## src/rtl/divider_pkg.sv

```systemverilog
// divider_pkg
//   Shared constants for the sequential restoring divider:
//   - DEFAULT_WIDTH : default operand / quotient / remainder width
//   - ST_*          : FSM state encoding used by divider_8bit
package divider_pkg;

    localparam int DEFAULT_WIDTH = 8;

    localparam logic [1:0] ST_IDLE = 2'd0;
    localparam logic [1:0] ST_RUN  = 2'd1;
    localparam logic [1:0] ST_DONE = 2'd2;

endpackage

```

## src/rtl/divider_8bit_subtractor_borrow.sv

```systemverilog
// subtractor_borrow
//   Combinational N-bit subtractor built as a + ~b + 1, in the same
//   carry-out style as the adder. borrow is the inverted carry out.
// Ports:
//   a      in  N  minuend
//   b      in  N  subtrahend
//   diff   out N  a - b (modulo 2^N)
//   borrow out 1  1 when b > a
module subtractor_borrow
    import divider_pkg::*;
#(
    parameter int N = DEFAULT_WIDTH + 1
) (
    input  logic [N-1:0] a,
    input  logic [N-1:0] b,
    output logic [N-1:0] diff,
    output logic         borrow
);

    logic [N:0] sum;

    assign sum    = {1'b0, a} + {1'b0, ~b} + {{N{1'b0}}, 1'b1};
    assign diff   = sum[N-1:0];
    assign borrow = ~sum[N];

endmodule

```

## src/rtl/divider_8bit.sv

```systemverilog
// divider_8bit
//   Sequential unsigned restoring divider, one quotient bit per clock.
//   A divide by zero finishes immediately with quotient all-ones,
//   remainder = dividend and div_by_zero set.
// Ports:
//   clk          in  1      clock, rising edge
//   rst_n        in  1      synchronous active-low reset
//   start        in  1      request, accepted in IDLE or DONE
//   dividend     in  WIDTH  sampled at acceptance
//   divisor      in  WIDTH  sampled at acceptance
//   busy         out 1      high while iterating
//   done         out 1      one-cycle result strobe
//   quotient     out WIDTH  held until next acceptance
//   remainder    out WIDTH  held until next acceptance
//   div_by_zero  out 1      qualifies the held result
module divider_8bit
    import divider_pkg::*;
#(
    parameter int WIDTH = DEFAULT_WIDTH
) (
    input  logic             clk,
    input  logic             rst_n,
    input  logic             start,
    input  logic [WIDTH-1:0] dividend,
    input  logic [WIDTH-1:0] divisor,
    output logic             busy,
    output logic             done,
    output logic [WIDTH-1:0] quotient,
    output logic [WIDTH-1:0] remainder,
    output logic             div_by_zero
);

    localparam int CW = $clog2(WIDTH + 1);

    logic [1:0]       state, state_nxt;
    logic [CW-1:0]    cnt;
    logic [WIDTH-1:0] dq, dvs;
    logic [WIDTH:0]   rem;

    logic             accept, last_step;
    logic [WIDTH:0]   shifted, diff, rem_nxt;
    logic [WIDTH-1:0] dq_nxt;
    logic             borrow, q_bit;

    // rem[WIDTH] is never needed as an input to the next step: the
    // restored remainder is always below the divisor, so it is 0.
    logic rem_msb_unused;
    assign rem_msb_unused = rem[WIDTH];

    assign accept    = start && (state == ST_IDLE || state == ST_DONE);
    assign last_step = (state == ST_RUN) && (cnt == CW'(1));

    // One restoring step: shift in the next dividend bit, try to subtract.
    assign shifted = {rem[WIDTH-1:0], dq[WIDTH-1]};

    subtractor_borrow #(.N(WIDTH + 1)) u_sub (
        .a      (shifted),
        .b      ({1'b0, dvs}),
        .diff   (diff),
        .borrow (borrow)
    );

    assign q_bit   = ~borrow;
    assign rem_nxt = borrow ? shifted : diff;
    assign dq_nxt  = {dq[WIDTH-2:0], q_bit};

    // State register
    always_ff @(posedge clk) begin
        if (!rst_n) state <= ST_IDLE;
        else        state <= state_nxt;
    end

    // Next-state logic
    always_comb begin
        state_nxt = ST_IDLE;
        case (state)
            ST_IDLE, ST_DONE: begin
                if (accept) state_nxt = (divisor == '0) ? ST_DONE : ST_RUN;
                else        state_nxt = ST_IDLE;
            end
            ST_RUN:  state_nxt = last_step ? ST_DONE : ST_RUN;
            default: state_nxt = ST_IDLE;
        endcase
    end

    // Outputs decoded from the state register only
    always_comb begin
        busy = (state == ST_RUN);
        done = (state == ST_DONE);
    end

    // Datapath and result holding registers
    always_ff @(posedge clk) begin
        if (!rst_n) begin
            cnt         <= '0;
            dq          <= '0;
            dvs         <= '0;
            rem         <= '0;
            quotient    <= '0;
            remainder   <= '0;
            div_by_zero <= 1'b0;
        end else if (accept) begin
            if (divisor != '0) begin
                dq          <= dividend;
                dvs         <= divisor;
                rem         <= '0;
                cnt         <= CW'(WIDTH);
                div_by_zero <= 1'b0;
            end else begin
                quotient    <= '1;
                remainder   <= dividend;
                div_by_zero <= 1'b1;
            end
        end else if (state == ST_RUN) begin
            dq  <= dq_nxt;
            rem <= rem_nxt;
            cnt <= cnt - CW'(1);
            // Results are captured from the final step's combinational value
            // so they are valid in the DONE cycle itself.
            if (last_step) begin
                quotient  <= dq_nxt;
                remainder <= rem_nxt[WIDTH-1:0];
            end
        end
    end

endmodule

```

## config.mk

```make
export PLATFORM = sky130hd
export DESIGN_NAME = divider_8bit
export DESIGN_NICKNAME = d
export VERILOG_FILES = /design/src/rtl/divider_pkg.sv /design/src/rtl/divider_8bit_subtractor_borrow.sv /design/src/rtl/divider_8bit.sv
export SDC_FILE = /design/constraint.sdc
export NUM_CORES = 1
export LEC_CHECK = 0
export ABC_AREA = 0
export CAP_MARGIN = 20
export CORE_MARGIN = 2
export CORE_UTILIZATION = 58
export DETAILED_ROUTE_END_ITERATION = 8
export GPL_TIMING_DRIVEN = 0
export PLACE_DENSITY = 0.95
export SYNTH_ARGS = -nofsm -noshare
export SYNTH_HDL_FRONTEND = slang
export SYNTH_HIERARCHICAL = 1
export SYNTH_SLANG_ARGS = --single-unit
```

## constraint.sdc

```tcl
create_clock -name clk -period 7.14 [get_ports clk]
set_clock_uncertainty 0.2 [all_clocks]
set_input_delay 1.428 -clock clk [delete_from_list [all_inputs] [get_ports clk]]
set_output_delay 1.428 -clock clk [all_outputs]
set_load 0.02 [all_outputs]
```

==> impl_summary.txt, run 1 <==
----------------------------------------------------
[Status]
  Outcome ... finished clean

[Timing]
  Number of failing setup endpoints in the final timing report ... 0
  Aggregate negative setup slack ... 0 ns
  Worst Max-Slew Pin Slew ... 0.500 ns
  Final max-slew violation count ... 0
  Setup ws final ... 3.50 ns
  Worst-case hold slack ... 0.259 ns
  Worst slew margin relative to its limit ... 66.2%
  Unrepaired setup endpoints after global routing ... no
  Portion of the clock cycle consumed by the worst path in the final layout ... 50.9%
  Fmax ... 275 MHz
  Final worst path period need ... 3.64 ns
  Number of endpoints with negative hold slack in the final report ... 0

[Global route]
  Maximum number of pins on one net before global-route repair ... 16
  Wire length of the first global-routing pass ... 10.3 mm
  Initial antenna violation count ... 0
  Met2 Usage GRT ... 43.8%
  Top Usage Layer GRT ... met2
  Vias in the first global route ... 2,195
  Total routing resource utilization after global routing ... 25.7%
  Global-route track usage on met1 ... 32.5%
  Grt met3 use ... 4.84%
  Grt ovf ... 0

[Route]
  Average wire per standard cell ... 16.0 µm
  Post-detailed-route count of antenna-violating nets ... 0
  Vias after detailed routing ... 2,242
  Detailed-route DRC error count ... 0
  Total routed wirelength ... 6.09 mm
  Via density per instance ... 5.90
  Iteration-0 DRC Markers ... 127
  Number of detailed-route iterations in the first pass ... 4

[Layout]
  Commonest non-fill, non-tap cells in the layout ... 47 x sky130_fd_sc_hd__dfxtp_1, 39 x sky130_fd_sc_hd__nand2_1, 36 x sky130_fd_sc_hd__clkdlybuf4s50_1
  Layout Utilization ... 71.9%
  Share of final-layout standard cells stronger than drive strength 1 ... 11.6%
  N_diodes ... 0
  Number of fill cells ... 334
  Area of all placed cells without fillers ... 0.00311 mm²
  Synth-to-layout area growth ... 20.9%
  Layout Nets ... 358
  Most common cell after layout, fill and taps aside ... sky130_fd_sc_hd__dfxtp_1
  Multi-input logic area ... 0.00145 mm²
  Storage element area ... 941 µm²

[CTS]
  Number of sinks handled by clock tree synthesis ... 47
  # resized after CTS ... 0
  Clock latency on the worst-skew pair ... 0.31 ns
  Maximum root-to-sink buffer count ... 2
  Setup Fix Bufs, Post-CTS ... 0
  Clock buffers created by TritonCTS ... 5
  # hold bufs at CTS ... 0
  Root buffer cell ... sky130_fd_sc_hd__clkbuf_8
  CTS tree ... built
  H-tree levels ... 2
  Clock transition at the registers of the reported paths ... 0.08 ns

[Place]
  Placed Instance Area ... 0.00300 mm²
  Final weighted congestion in routability-driven placement ... 0.874
  Detailed placement HPWL ... 4.48 mm
  Total of buffers placed on input and output ports ... 36
  Worst slack, placed ... 3.75 ns

[Pwr]
  Cell area power density ... 207 mW/mm²
  Leakage ... 0.00129 µW
  Peak VDD IR ... 0.167 mV

[Setup path]
  Type of origin of the critical path ... register
  Type of destination of the critical path ... primary output
  Arrival time worst endpoint ... 2.01 ns
  Critical path peak fanout ... 10
  Type of the setup path with the least slack ... register to primary output
  Data required time at the worst endpoint ... 5.51 ns

[Die]
  Horizontal extent of the die ... 70.6 µm
  Site row count ... 24
  Initial Utilization ... 59.5%
  Top-level I/O count ... 38
  Die Footprint ... 0.00498 mm²
  Placeable Area ... 0.00432 mm²
  Die Ht ... 70.6 µm

[Yosys]
  Instance count of the mapped netlist ... 284
  Synth warnings ... 6
  Synthesized area ... 0.00257 mm²
  Avg Inst Size Synth ... 9.06 µm²
  Synthesized netlist net count ... 315

[Run]
  Maxcap violations ... 0

[Worst hold path]
  Hold WC Path Type ... register to register

----------------------------------------------------
## path summary, 6_finish.rpt
path | cells past startpoint | slack (ns) | endpoint | startpoint
worst max-delay path | 4 | 3.50 | busy | state[0]
worst min register to register | 2 | 0.26 | dvs[2] | dvs[2]
worst max register to register | 11 | 4.28 | remainder[1] | dvs[1]
worst min-delay path | 2 | 0.26 | dvs[2] | dvs[2]
## metal layers
metal  vias up  part of all wire (%)  wire length [µm]
met4         0                   2.2               132
met1      1041                    41              2500
met5         -                     0                 0
met2        83                    51              3090
met3        17                   5.9               358
li1       1101                     -                 -
## cell type report
class	count	share of cell area, %
plain buffers	19	3.50
repair buffers	36	11.6
clock buffers	5	2.21
inverters	19	2.29
flip-flops and latches	47	30.2
well taps	52	2.09
clock inverters	3	1.41
multi-input cells	199	46.7
## through the flow
| stage | std cells | total power, µW |
|---|---|---|
| finish | 380 | 643 |
| global route | 380 | 672 |
| CTS | 380 | 641 |
| detailed placement | 372 | 447 |
| global placement | 372 | 441 |
| floorplan | 284 | 401 |
## report_power, final
| part | switching, µW | total (µW) | internal, µW | leakage, µW |
|---|---|---|---|---|
| clock network | 93.3 | 198 | 104 | 0.0000581 |
| registers | 11.9 | 289 | 277 | 0.000383 |
| logic | 86.4 | 156 | 69.7 | 0.000851 |
## state kept, by name, indices dropped and copies added, names as in the netlist
signal       flops
state            2
dq               8
div_by_zero      1
cnt              4
dvs              8
rem              8
quotient         8
remainder        8
## worst max-delay path, cell delays in order, from the launching register on
cell and delay [ns]:
sky130_fd_sc_hd__dfxtp_1 0.41, sky130_fd_sc_hd__nand2b_1 0.10, sky130_fd_sc_hd__inv_1 0.13, sky130_fd_sc_hd__clkbuf_1 0.38, sky130_fd_sc_hd__clkdlybuf4s50_1 0.70
Note: power is estimated with default switching activity, not from simulation.
==> run 2: changes to the inputs <==
--- a/config.mk
+++ b/config.mk
@@ -8,10 +8,10 @@
 export ABC_AREA = 0
 export CAP_MARGIN = 20
 export CORE_MARGIN = 2
-export CORE_UTILIZATION = 58
+export CORE_UTILIZATION = 54
 export DETAILED_ROUTE_END_ITERATION = 8
 export GPL_TIMING_DRIVEN = 0
-export PLACE_DENSITY = 0.95
+export PLACE_DENSITY = 0.91
 export SYNTH_ARGS = -nofsm -noshare
 export SYNTH_HDL_FRONTEND = slang
 export SYNTH_HIERARCHICAL = 1
==> constraint.sdc (replaced) <==
create_clock -name clk -period 3.6 [get_ports clk]
set_clock_uncertainty 0.2 [all_clocks]
set_input_delay 0.72 -clock clk [delete_from_list [all_inputs] [get_ports clk]]
set_output_delay 0.72 -clock clk [all_outputs]
set_load 0.02 [all_outputs]
==> run 2 against run 1 <==
- sequential power grew 98%
- clock power grew 75%
- global-route usage shrank 1.6 points
- register-to-register slack lost 3.5 ns
- sequential cell count is the same
- die area grew 7.0%
- combinational power grew 96%
- total power grew 91%
- largest power group unchanged
==> impl_summary.txt, run 2 (synthesis gave the netlist of run 1 again) <==
----------------------------------------------------
[Status]
  Outcome ... finished clean

[Setup path]
  Arrival time worst endpoint ... 2.01 ns (about the same)
  Type of destination of the critical path ... primary output
  Type of the setup path with the least slack ... register to primary output
  Source of the critical timing path ... state[0]
  Critical register-to-register path startpoint ... rem[5]
  Type of origin of the critical path ... register
  Critical path peak fanout ... 10 (unchanged)
  Setup slack, reg-to-reg ... 0.80 ns (-3.48 ns)
  Length in cells of the worst reg-to-reg path ... 10 (-1)
  R2R Path End ... remainder[0]
  Critical path destination ... busy
  Data required time at the worst endpoint ... 2.68 ns (-2.83 ns)

[Layout]
  Most common cell after layout, fill and taps aside ... sky130_fd_sc_hd__dfxtp_1
  Layout Nets ... 358 (unchanged)
  N_diodes ... 0 (unchanged)
  Area of all placed cells without fillers ... 0.00310 mm² (-0.36%)
  Share of final-layout standard cells stronger than drive strength 1 ... 11.6% (unchanged)
  Number of fill cells ... 354 (+6.0%)
  Synth-to-layout area growth ... 20.5%
  Commonest non-fill, non-tap cells in the layout ... 47 x sky130_fd_sc_hd__dfxtp_1, 39 x sky130_fd_sc_hd__nand2_1, 36 x sky130_fd_sc_hd__clkdlybuf4s50_1

[Global route]
  Vias in the first global route ... 2,106 (-4.1%)
  Initial antenna violation count ... 0 (unchanged)
  Grt ovf ... 0 (unchanged)
  Wire length of the first global-routing pass ... 10.0 mm (-2.1%)
  Total routing resource utilization after global routing ... 24.0% (-1.6 points)
  Maximum number of pins on one net before global-route repair ... 16 (unchanged)

[Die]
  Initial Utilization ... 55.2% (-4.3 points)
  Placeable Area ... 0.00466 mm² (+7.8%)
  Horizontal extent of the die ... 73.0 µm (+3.4%)
  Die Footprint ... 0.00533 mm² (+7.0%)
  Site row count ... 25 (+4.2%)
  Top-level I/O count ... 38 (unchanged)
  Die Ht ... 73.0 µm (+3.4%)

[CTS]
  # resized after CTS ... 0 (unchanged)
  Maximum root-to-sink buffer count ... 2 (unchanged)
  Number of sinks handled by clock tree synthesis ... 47 (unchanged)
  Clock transition at the registers of the reported paths ... 0.09 ns (about the same)
  # hold bufs at CTS ... 0 (unchanged)
  CTS tree ... built
  Clock buffers created by TritonCTS ... 5 (unchanged)
  Clock latency on the worst-skew pair ... 0.31 ns (about the same)
  Root buffer cell ... sky130_fd_sc_hd__clkbuf_8
  Setup Fix Bufs, Post-CTS ... 0 (unchanged)
  H-tree levels ... 2 (unchanged)

[Route]
  Average wire per standard cell ... 15.5 µm (-3.3%)
  Detailed-route DRC error count ... 0 (unchanged)
  Vias after detailed routing ... 2,234 (-0.36%)
  Number of detailed-route iterations in the first pass ... 7 (+3)
  Total routed wirelength ... 5.91 mm (-2.8%)
  Iteration-0 DRC Markers ... 207 (+63%)
  Via density per instance ... 5.85 (-0.88%)
  Post-detailed-route count of antenna-violating nets ... 0 (unchanged)

[Timing]
  Setup ws final ... 0.666 ns (-2.84 ns)
  Unrepaired setup endpoints after global routing ... no
  Portion of the clock cycle consumed by the worst path in the final layout ... 81.5%
  Final worst path period need ... 2.93 ns
  Number of failing setup endpoints in the final timing report ... 0 (unchanged)
  Aggregate negative setup slack ... 0 ns (unchanged)
  Worst-case hold slack ... 0.257 ns (-0.00167 ns)
  Fmax ... 341 MHz
  Final max-slew violation count ... 0 (unchanged)
  Number of endpoints with negative hold slack in the final report ... 0 (unchanged)

[Place]
  Detailed placement HPWL ... 4.34 mm (-3.3%)
  Placed Instance Area ... 0.00300 mm² (about the same)
  Total of buffers placed on input and output ports ... 36 (unchanged)
  Worst slack, placed ... 0.850 ns (-2.90 ns)
  Final weighted congestion in routability-driven placement ... 0.850 (-2.8%)

[Pwr]
  Switching part of the total ... 31.0% (+1.2 points)
  Clock network power share ... 28.3% (-2.4 points)
  Sw power ... 380 µW (+98%)
  Internal power ... 845 µW (+87%)
  Peak VDD IR ... 0.386 mV (+130%)
  Leakage ... 0.00128 µW (-0.83%)
  Cell area power density ... 395 mW/mm² (+91%)
  Logic pwr share ... 25.0% (+0.7 points)
  Power share of the sequential group ... 46.8% (+1.8 points)

[Worst hold path]
  Hold WC Path Type ... register to register

[Run]
  Maxcap violations ... 0 (unchanged)

----------------------------------------------------
-- run 2: changes by cell type in the layout (fill, tap and decap cells not counted) --
cell                         previous run  this run
sky130_fd_sc_hd__clkbuf_8               5         6
sky130_fd_sc_hd__bufinv_16              1         0
sky130_fd_sc_hd__clkinvlp_4             0         1
sky130_fd_sc_hd__clkinv_2               1         0
-- run 2: power groups by stage --
stage / combinational [µW] / clock, µW / sequential [µW]
global placement: 292 / 0 / 583
global route: 338 / 371 / 577
CTS: 304 / 351 / 573
finish: 306 / 346 / 573
floorplan: 211 / 0 / 585
detailed placement: 301 / 0 / 585
-- run 2: cell type report --
class                           instances  area [µm²]  share of cell area [%]
Multi-Input combinational cell        199        1450                    46.8
Tap cell                               54        67.6                    2.18
Sequential cell                        47         941                    30.4
Timing Repair Buffer                   36         360                    11.6
Clock buffer                            6        82.6                    2.66
Buffer                                 19         109                    3.51
Inverter                               19        71.3                    2.30
Clock inverter                          2        16.3                   0.525
-- run 2: metrics by stage --
| step | utilization, % | total power [µW] | std cells |
|---|---|---|---|
| finish | 66.5 | 1230 | 382 |
| global route | 66.5 | 1280 | 382 |
| CTS | 66.5 | 1230 | 382 |
| detailed placement | 64.4 | 886 | 374 |
| global placement | 64.4 | 875 | 374 |
| floorplan | - | 796 | 284 |
-- run 2: worst min-delay path by stage --
stage | slack, ns | endpoint | cells past startpoint | from
after floorplan | 0.24 | dvs[2] | 2 | dvs[2]
after global placement | 0.24 | dvs[5] | 2 | dvs[5]
after detailed placement | 0.25 | dvs[5] | 2 | dvs[5]
after CTS | 0.26 | dvs[5] | 2 | dvs[5]
after global routing | 0.27 | dvs[5] | 2 | dvs[5]
final | 0.26 | dvs[6] | 2 | dvs[6]
-- run 2: per-layer routing --
layer	share of wire, %	GRT usage [%]
met5	0	0
met4	2.2	9.67
met3	4.7	4.42
met2	49	38.0
met1	44	32.3
-- run 2: worst max-delay path, stage by stage, from the launching register on --
cell and delay [ns]:
sky130_fd_sc_hd__dfxtp_1 0.42, sky130_fd_sc_hd__nand2b_1 0.10, sky130_fd_sc_hd__inv_1 0.14, sky130_fd_sc_hd__clkbuf_1 0.37, sky130_fd_sc_hd__clkdlybuf4s50_1 0.69
==> run 3: changes to the inputs <==
--- a/config.mk
+++ b/config.mk
@@ -8,10 +8,10 @@
 export ABC_AREA = 0
 export CAP_MARGIN = 20
 export CORE_MARGIN = 2
-export CORE_UTILIZATION = 54
+export CORE_UTILIZATION = 49
 export DETAILED_ROUTE_END_ITERATION = 8
 export GPL_TIMING_DRIVEN = 0
-export PLACE_DENSITY = 0.91
+export PLACE_DENSITY = 0.88
 export SYNTH_ARGS = -nofsm -noshare
 export SYNTH_HDL_FRONTEND = slang
 export SYNTH_HIERARCHICAL = 1
==> constraint.sdc (replaced) <==
create_clock -name clk -period 2.6 [get_ports clk]
set_clock_uncertainty 0.2 [all_clocks]
set_input_delay 0.52 -clock clk [delete_from_list [all_inputs] [get_ports clk]]
set_output_delay 0.52 -clock clk [all_outputs]
set_load 0.02 [all_outputs]
==> run 3 against run 2 <==
- hold slack improved by 0.0011 ns
- cell area increased by 3.3%
- register-to-register slack got worse by 0.77 ns
- sequential share of layout area decreased by 0.93 points
- final cell count increased by 5.0%
- first-iteration DRC count decreased by 22%
- combinational power increased by 52%
- die area increased by 9.6%
==> impl_summary.txt, run 3 (synthesis gave the netlist of run 1 again) <==
----------------------------------------------------
[Global route]
  Initial antenna violation count ... 0 (unchanged)
  Vias in the first global route ... 2,109 (+0.14%)
  Maximum number of pins on one net before global-route repair ... 16 (unchanged)
  Wire length of the first global-routing pass ... 9.72 mm (-3.2%)
  Grt ovf ... 0 (unchanged)
  Total routing resource utilization after global routing ... 20.5% (-3.5 points)

[Setup path]
  Type of origin of the critical path ... register
  Type of the setup path with the least slack ... register to register
  Critical path depth in cells ... 10 (+6)
  Length in cells of the worst reg-to-reg path ... 10 (unchanged)
  Type of destination of the critical path ... register
  Data required time at the worst endpoint ... 2.60 ns (-0.08 ns)
  Stage delay of the slowest cell on the critical path ... 0.38 ns (-0.31 ns)
  Buf+Inv Stages, Crit Path ... 1 (-2)
  Critical Path, Cell by Cell ... ha_1, a21oi_4, nor2_1, or3_1, o22ai_2, buf_4, mux2i_2, nor3_1, a31oi_1, nor2b_1
  Critical path peak fanout ... 4 (-6)
  Arrival time worst endpoint ... 2.57 ns (+0.56 ns)
  Kind of cell with the highest combined delay on the critical path ... simple AND/OR/NAND/NOR gates
  Critical-path cell with the highest stage delay ... sky130_fd_sc_hd__ha_1

[Die]
  Site row count ... 26 (+4.0%)
  Initial Utilization ... 50.7% (-4.5 points)
  Top-level I/O count ... 38 (unchanged)
  Die Footprint ... 0.00585 mm² (+9.6%)
  Horizontal extent of the die ... 76.5 µm (+4.7%)
  Placeable Area ... 0.00507 mm² (+8.9%)
  Die Ht ... 76.5 µm (+4.7%)

[Pwr]
  Total Power Consumption ... 1710 µW (+40%)
  Peak VDD IR ... 0.408 mV (+5.7%)
  Leakage ... 0.00129 µW (+0.69%)
  Cell area power density ... 534 mW/mm² (+35%)

[CTS]
  Root buffer cell ... sky130_fd_sc_hd__clkbuf_8
  Maximum root-to-sink buffer count ... 2 (unchanged)
  H-tree levels ... 2 (unchanged)
  Number of sinks handled by clock tree synthesis ... 47 (unchanged)
  CTS tree ... built
  Clock latency on the worst-skew pair ... 0.30 ns (about the same)
  # hold bufs at CTS ... 0 (unchanged)
  Clock buffers created by TritonCTS ... 5 (unchanged)
  Clock transition at the registers of the reported paths ... 0.09 ns (about the same)

[Layout]
  Number of fill cells ... 453 (+28%)
  Most common cell after layout, fill and taps aside ... sky130_fd_sc_hd__dfxtp_1
  N_diodes ... 0 (unchanged)
  Area of all placed cells without fillers ... 0.00320 mm² (+3.3%)
  Commonest non-fill, non-tap cells in the layout ... 46 x sky130_fd_sc_hd__dfxtp_1, 39 x sky130_fd_sc_hd__nand2_1, 36 x sky130_fd_sc_hd__clkdlybuf4s50_1
  Layout Nets ... 361 (+0.84%)
  Share of final-layout standard cells stronger than drive strength 1 ... 16.0% (+4.4 points)
  Synth-to-layout area growth ... 24.5%

[Route]
  Vias after detailed routing ... 2,207 (-1.2%)
  Detailed-route DRC error count ... 0 (unchanged)
  Iteration-0 DRC Markers ... 162 (-22%)
  Number of detailed-route iterations in the first pass ... 4 (-3)
  Post-detailed-route count of antenna-violating nets ... 0 (unchanged)
  Via density per instance ... 5.50 (-5.9%)
  Total routed wirelength ... 5.96 mm (+0.83%)
  Average wire per standard cell ... 14.9 µm (-3.9%)

[Place]
  Total of buffers placed on input and output ports ... 36 (unchanged)
  Detailed placement HPWL ... 4.34 mm (+0.13%)
  Placed Instance Area ... 0.00302 mm² (+0.67%)
  Final weighted congestion in routability-driven placement ... 0.858 (+0.88%)

[Worst hold path]
  Hold WC Path Type ... register to register
  Worst Hold Path Cells ... 2 (unchanged)

[Timing]
  Fmax ... 389 MHz
  Final max-slew violation count ... 0 (unchanged)
  Portion of the clock cycle consumed by the worst path in the final layout ... 98.9%
  Number of endpoints with negative hold slack in the final report ... 0 (unchanged)
  Number of failing setup endpoints in the final timing report ... 0 (unchanged)
  Final worst path period need ... 2.57 ns

[Run]
  Maxcap violations ... 0 (unchanged)

[Status]
  Outcome ... finished clean

----------------------------------------------------
## run 3: cell count changes in the layout (fill, tap and decap cells not counted), sizes merged
| cell | previous run | this run |
|---|---|---|
| buf | 10 | 14 |
| clkbuf | 15 | 14 |
| clkinv | 1 | 0 |
| clkinvlp | 1 | 2 |
## run 3: path summary, 6_finish.rpt
check                             from  endpoint  slack (ns)
worst max-delay path            rem[5]    rem[1]        0.03
worst min-delay path            dvs[3]    dvs[3]        0.26
worst max register to register  rem[5]    rem[1]        0.03
worst min register to register  dvs[3]    dvs[3]        0.26
## run 3: cell type report
type,instances,area [µm²],area share [%]
buffer,18,111,3.48
sequential,47,942,29.4
multi-input combinational,199,1510,47.0
timing repair buffer,40,390,12.2
tap,70,87.6,2.74
clock inverter,2,16.3,0.508
clock buffer,6,72.6,2.27
inverter,19,75.1,2.34
## run 3: what timing repair did
item	CTS	global route
endpoints found under the setup margin	16	17
buffers inserted	0	3
gates cloned	0	1
resized for setup	6	13
pin swaps	0	3
## run 3: metrics by stage
step	hold slack (ns)	std cells	TNS, ns	utilization [%]	setup slack, ns
floorplan	0.235	284	0	-	0.191
global placement	0.244	390	-0.236	59.5	-0.0495
detailed placement	0.245	390	-0.690	59.5	-0.0830
CTS	0.257	397	0	61.6	0.00859
global route	0.287	401	-0.0553	63.1	-0.0553
finish	0.258	401	0	63.1	0.0284
## run 3: tightest hold or removal path, stage by stage (launching register included)
cell and delay, ns:
sky130_fd_sc_hd__dfxtp_1 0.32, sky130_fd_sc_hd__nand2_1 0.05, sky130_fd_sc_hd__a21boi_1 0.05
## run 3: power by group
| group | leakage (µW) | total (µW) | internal (µW) | switching [µW] |
|---|---|---|---|---|
| Clock | 0.0000418 | 451 | 193 | 257 |
| Sequential | 0.000384 | 795 | 762 | 33.3 |
| Combinational | 0.000865 | 465 | 220 | 245 |
| Total | 0.00129 | 1710 | 1180 | 536 |
## run 3: routing by layer
layer	up-vias	track usage, %	share of wire, %
met5	-	0	0
met4	0	7.45	1.1
met3	4	3.20	3.6
met2	47	35.6	50
met1	1057	25.8	45
li1	1099	-	-
